<file path="config.mk">
export PLATFORM = sky130hd
export DESIGN_NAME = display_value_formatter
export DESIGN_NICKNAME = d
export VERILOG_FILES = /design/src/rtl/display_value_formatter.sv
export SDC_FILE = /design/constraint.sdc
export NUM_CORES = 1
export LEC_CHECK = 0
export ABC_AREA = 1
export BUFFER_PORTS_ARGS = -buffer_cell sky130_fd_sc_hd__buf_2
export CAP_MARGIN = 30
export CELL_PAD_IN_SITES_DETAIL_PLACEMENT = 1
export CELL_PAD_IN_SITES_GLOBAL_PLACEMENT = 1
export CORE_MARGIN = 5
export CORE_UTILIZATION = 46
export DETAILED_ROUTE_END_ITERATION = 16
export PLACE_DENSITY = 0.82
export SKIP_LAST_GASP = 1
export SYNTH_ARGS = -nofsm -noshare
export SYNTH_HDL_FRONTEND = slang
export SYNTH_SLANG_ARGS = --single-unit
</file>
<file path="constraint.sdc">
create_clock -name clock -period 3.55 [get_ports clock]
set_input_delay 0.71 -clock clock [delete_from_list [all_inputs] [get_ports clock]]
set_output_delay 0.71 -clock clock [all_outputs]
set_load 0.03 [all_outputs]
</file>
<file path="src/rtl/display_value_formatter.sv">
// Seven-segment front end: hex nibble split or double-dabble BCD,
// with leading-zero blank mask and minus flag.
//
// Ports:
//   clock, reset_n       clock, async active-low reset
//   value, mode,         captured with start (mode 1 = decimal,
//   signed_mode, start   signed_mode 1 = two's complement)
//   busy, done           conversion running / one-cycle result pulse
//   digits, blank        5 x 4-bit digit codes, leading-zero mask
//   negative             minus sign for signed decimal results
module display_value_formatter (
  input  logic        clock,
  input  logic        reset_n,
  input  logic [15:0] value,
  input  logic        mode,
  input  logic        signed_mode,
  input  logic        start,
  output logic        busy,
  output logic        done,
  output logic [19:0] digits,
  output logic [4:0]  blank,
  output logic        negative
);

  typedef enum logic [1:0] {
    IDLE,
    CONVERT,
    FINISH
  } state_t;

  state_t      state;
  logic [4:0]  cnt;
  logic [15:0] shift;
  logic [19:0] bcd;
  logic        dec_q;
  logic        sign_q;

  logic [15:0] mag;
  logic [19:0] bcd_adj;
  logic [19:0] result;
  logic [4:0]  blank_nxt;
  logic        zero_run;

  always_comb begin
    mag = value;
    if (signed_mode && value[15])
      mag = ~value + 16'd1;
  end

  always_comb begin
    bcd_adj = bcd;
    for (int i = 0; i < 5; i++) begin
      if (bcd[4*i +: 4] >= 4'd5)
        bcd_adj[4*i +: 4] = bcd[4*i +: 4] + 4'd3;
    end
  end

  // Hex mode keeps the raw value in the shift register.
  assign result = dec_q ? bcd : {4'h0, shift};

  // A digit blanks only if it and every higher digit are zero.
  always_comb begin
    blank_nxt = 5'b00000;
    zero_run  = 1'b1;
    for (int i = 4; i >= 1; i--) begin
      zero_run     = zero_run & (result[4*i +: 4] == 4'h0);
      blank_nxt[i] = zero_run;
    end
  end

  always_ff @(posedge clock or negedge reset_n) begin
    if (!reset_n) begin
      state    <= IDLE;
      cnt      <= 5'd0;
      shift    <= 16'd0;
      bcd      <= 20'd0;
      dec_q    <= 1'b0;
      sign_q   <= 1'b0;
      busy     <= 1'b0;
      done     <= 1'b0;
      digits   <= 20'h00000;
      blank    <= 5'b11110;
      negative <= 1'b0;
    end else begin
      done <= 1'b0;
      unique case (state)
        IDLE: begin
          if (start) begin
            dec_q  <= mode;
            sign_q <= mode & signed_mode & value[15];
            shift  <= mode ? mag : value;
            bcd    <= 20'd0;
            cnt    <= 5'd16;
            busy   <= 1'b1;
            state  <= mode ? CONVERT : FINISH;
          end
        end
        CONVERT: begin
          {bcd, shift} <= {bcd_adj[18:0], shift, 1'b0};
          cnt          <= cnt - 5'd1;
          if (cnt == 5'd1)
            state <= FINISH;
        end
        FINISH: begin
          digits   <= result;
          blank    <= blank_nxt;
          negative <= dec_q & sign_q;
          done     <= 1'b1;
          busy     <= 1'b0;
          state    <= IDLE;
        end
        default: state <= IDLE;
      endcase
    end
  end

endmodule

</file>
# Word level (Yosys, flattened, before mapping)
# Index checks and enable logic that the tools add are counted.
# totals
regBits	72
latch_bits	0
ram_bits	0
romBits	0
output_inout_bits	28
wordCells	68
n_memories	0
# classes
addsub	7
multipliers	0
div	0
n_lt_le_gt_ge	5
n_eq_ne	5
n_shift	0
muxes	21
bitwise	7
reduce_logical	12
# ops
cell	n
16-bit 2-to-1 mux	3
20-bit 2-to-1 mux	2
20-bit one-hot mux with 2 select lines	1
16-bit one-hot mux with 2 select lines	1
4-bit by 3-bit >= comparator with 1-bit output (second input constant)	5
16-bit by 1-bit adder with 16-bit output (second input constant)	1
4-bit by 2-bit adder with 4-bit output (second input constant)	4
4-bit logical NOT	4
4-bit 2-to-1 mux	4
16-bit NOT	1
5-bit one-hot mux with 2 select lines	1
2-bit AND reduction	4
1-bit bitwise AND	6
2-bit 2-to-1 mux	3
5-bit by 1-bit == test with 1-bit output (second input constant)	1
5-bit 2-to-1 mux	1
5-bit by 1-bit subtractor with 5-bit output (second input constant)	1
2-bit inequality test (second input constant)	2
2-bit one-hot mux with 2 select lines	1
2-bit nonzero test	2
3-bit by 2-bit adder with 3-bit output (second input constant)	1
3-bit 2-to-1 mux	1
2-bit by 1-bit == test with 1-bit output (second input constant)	1
2-bit == test (second input constant)	1
other kinds (4)	5

# Logic depth before layout (Yosys ltp)
# logic_depth
ltp_word	6
depth_mapped	9

# Worst setup path before layout
# OpenSTA, ideal clock, no wires.
# synth_timing
path_kind	input -> register
from	input port value[0]
to	register shift[8]
setup_time_ns	0.121
arrival_time_ns	1.432
setup_slack_ns	1.997
cell_stages	7
cell_sequence	inv_1 > ha_1 > nand4_1 > nand2_2 > o211ai_1 > nand3_1 > nand2_1
# synth_between
elab_chain_len	6
# synth_rtl
item	line	source
from (decl)	14	input logic [15:0] value,
16-bit NOT	47	mag = ~value + 16'd1;
16-bit by 1-bit adder with 16-bit output	47	
16-bit 2-to-1 mux	46	if (signed_mode && value[15])
16-bit 2-to-1 mux	91	shift <= mode ? mag : value;
16-bit 2-to-1 mux	88	if (start) begin
16-bit one-hot mux with 2 select lines	86	unique case (state)
to (signal assigned)	91	
to (signal assigned)	99	{bcd, shift} <= {bcd_adj[18:0], shift, 1'b0};
to (decl)	33	logic [15:0] shift;
# No other way between the ends. The select of a mux whose other input is x is not followed.
# A chain may end at the register's enable or synchronous reset.

# Worst setup path in the final report
# layout_timing
from	register state[1]
to	register shift[2]
# layout_between
elab_chain_len	3
# layout_rtl
item	line	source
from (decl)	31	state_t state;
from (signal assigned)	95	state <= mode ? CONVERT : FINISH;
2-bit by 1-bit == test with 1-bit output or 2-bit logical NOT (tied branches)	86	
2-bit nonzero test (no source line) or 2-bit inequality test (tied branches)	-	
2-bit AND reduction (no source line)	-	
# Parallel ways exist; a longest one is shown, timed or not.

==> out/qor.csv <==
metric,value,unit
slew_violations,0,
syn_to_final_growth,12.24,%
status,completed,
antenna_left,0,
syn_avg_cell_area,8.131,um2
clk_latency,340,ps
power_density,849.8,nW/um2
ys_types,31,
grt_setup_unrepaired,false,
switching_share,0.4758,
core,8093,um2
clk_pin_slew,80,ps
place_congestion,0.8011,
synth_edf_count,0,
drcViolationCount,0,
reg2reg_depth,6,
drt_iter0_markers,101,
dr.pass1.iters,5,
start_kind,register,
ctsLongestPathBuffers,2,
use_met2,0.3752,
period_share,0.5710,
io_pins,49,
power_switching,1.716,mW
clock-sinks,72,
final_nets,541,
pwr-share-seq,0.397,
final_common_cell,nand2_1,
dp_hpwl,7550,um
cp.arrival,2240,ps
start_util,0.4672,
grt_usage,0.2119,
synth_nets,499,
drive_above_1_share,0.1641,
async_flop_share,1.000,
rr_endpoint,shift[2],
busiest_layer,met2,
slew_headroom,0.4880,
syn_inst,465,
p_leak,2.060,nW
ys.flop_type,dfrtp_1,
antenna_cells,0,
htree_levels,3,
final_cells,617,
hold_class,primary input to asynchronous set/reset pin,
hold_violations,0,
yosysWarnings,0,
die_w,100.7,um
vdd_drop_max,0.4843,mV
cts_tree,done,
finalSetupTns,0,ps
synth_seq_area_share,0.4778,
syn-cell-area,3781,um2
cts_hold_buffers,0,
routedWlPerCell,16.33,um
ff2ff_setup_slack,1520,ps
met3_usage,0.03599,
cts_resized,0,
overflow,0,
wl,10080,um
postCtsSetupRepairBufs,0,
grt_pass1_vias,3564,
cts_root_buf,clkbuf_8,
worstMarginPinSlew,767.9,ps
port_buffers,47,
rows,33,
critPathRequiredTime,3760,ps
power,3.607,mW
most-common-layout-cells,"nand2_1 (108), dfrtp_1 (68), o21ai_0 (64), buf_2 (47), inv_1 (39)",
crit_path_end_kind,register,
p_int,1.891,mW
cts_buffers,9,
period_minus_slack,2027,ps
synth-seq-cells,72,
die_y,100.7,um
place_inst,601,
reg2reg_from,state[1],
num_vias,3352,
grt_max_degree,41,
grt_antenna_before_repair,0,
grt_pass1_wl,17260,um
vias_per_cell,5.433,
fillers,1019,
grt_use_met1,0.2684,
combPwrFrac,0.442,
die-area,10130,um2
max_cap_violations,0,
fin_skew,10.25,ps
fmax,493.4,MHz
critPathKind,register to register,
worstPathMaxFanout,23,
setup_viol,0,
pwr-share-clk,0.161,
[kinds of logic (layout without fill, tap and decap cells)]
group                    after synthesis  after routing  synth area share
flip-flops                            72             72            0.4778
adder cells (fa/ha/maj)               13             13           0.04302
AO/OA/AOI/OAI                        129            129            0.1853
buffers and inverters                 63            110           0.07147
AND/OR/NAND/NOR                      180            180            0.2052
XOR/XNOR                               7              7           0.01621
other                                  1              1         0.0009918
[cell type report]
type                       count  area [um2]  share of cell area
clock buffer                  11       141.4             0.03331
tap                          105       131.4             0.03096
inverter                      46       172.7             0.04068
sequential                    72        1807              0.4257
timing repair buffer          48       255.2             0.06014
clock inverter                 5       32.53            0.007665
multi-input combinational    330        1704              0.4015
[how the worst max path moves through the flow]
stage | slack [ps] | to | from
floorplan | 2000 | shift[8] | value[0]
global placement | 1250 | shift[2] | start
detailed placement | 1170 | shift[2] | start
CTS | 1500 | shift[15] | state[1]
global route | 1300 | shift[15] | state[1]
finish | 1520 | shift[2] | state[1]
[power groups by stage]
stage	clock network, mW	registers (mW)	logic, mW
2_1_floorplan	0	1.60	0.949
3_3_place_gp	0	1.43	1.53
3_5_place_dp	0	1.44	1.61
4_1_cts	0.587	1.43	1.62
5_1_grt	0.624	1.48	1.78
6_report	0.580	1.43	1.60
[metrics by stage]
stage                     area, um2  hold slack (ps)  worst slack (ps)  utilization
after floorplan                3781            414.4              1997            -
after global placement         4070            456.7              1255       0.5029
after detailed placement       4070            460.2              1171       0.5029
after CTS                      4244            466.8              1500       0.5244
after global routing           4244            485.7              1295       0.5244
final                          4244            433.5              1523       0.5244
[worst max-delay path: stages, from the launching register on]
cell and delay [ps]:
dfrtp_1 400, inv_2 80, nand3_1 340, nand2_2 500
inv_2 240, a22oi_1 220, o21ai_0 120
[synthesized netlist by cell type (4+ instances only)]
| cell | number | area share |
|---|---|---|
| nand2_1 | 108 | 0.11 |
| dfrtp_1 | 68 | 0.45 |
| o21ai_0 | 64 | 0.085 |
| inv_1 | 39 | 0.039 |
| nand3_1 | 29 | 0.038 |
| a21oi_1 | 26 | 0.034 |
| nor2_1 | 23 | 0.023 |
| a22oi_1 | 15 | 0.030 |
| o21ai_1 | 14 | 0.019 |
| ha_1 | 13 | 0.043 |
| buf_2 | 9 | 0.012 |
| inv_2 | 7 | 0.0070 |
| xor2_1 | 6 | 0.014 |
| nand2_2 | 5 | 0.0083 |
| o22ai_1 | 5 | 0.0083 |
| clkbuf_1 | 4 | 0.0040 |
| dfstp_2 | 4 | 0.028 |
| nand4_1 | 4 | 0.0066 |
| or2_1 | 4 | 0.0066 |
[flip-flops by register name, summed over array words and instances, names as in the netlist]
signal / count
bcd: 20
sign_q: 1
dec_q: 1
shift: 16
digits: 20
done: 1
cnt: 5
blank: 4
negative: 1
state: 2
busy: 1
[metal layers]
| layer | vias up | routed length (um) |
|---|---|---|
| met1 | 1647 | 4504 |
| met4 | 0 | 151 |
| met2 | 56 | 5082 |
| met3 | 12 | 339 |
| met5 | - | 0 |
| li1 | 1637 | - |
Power figures use the tool's default switching activity.
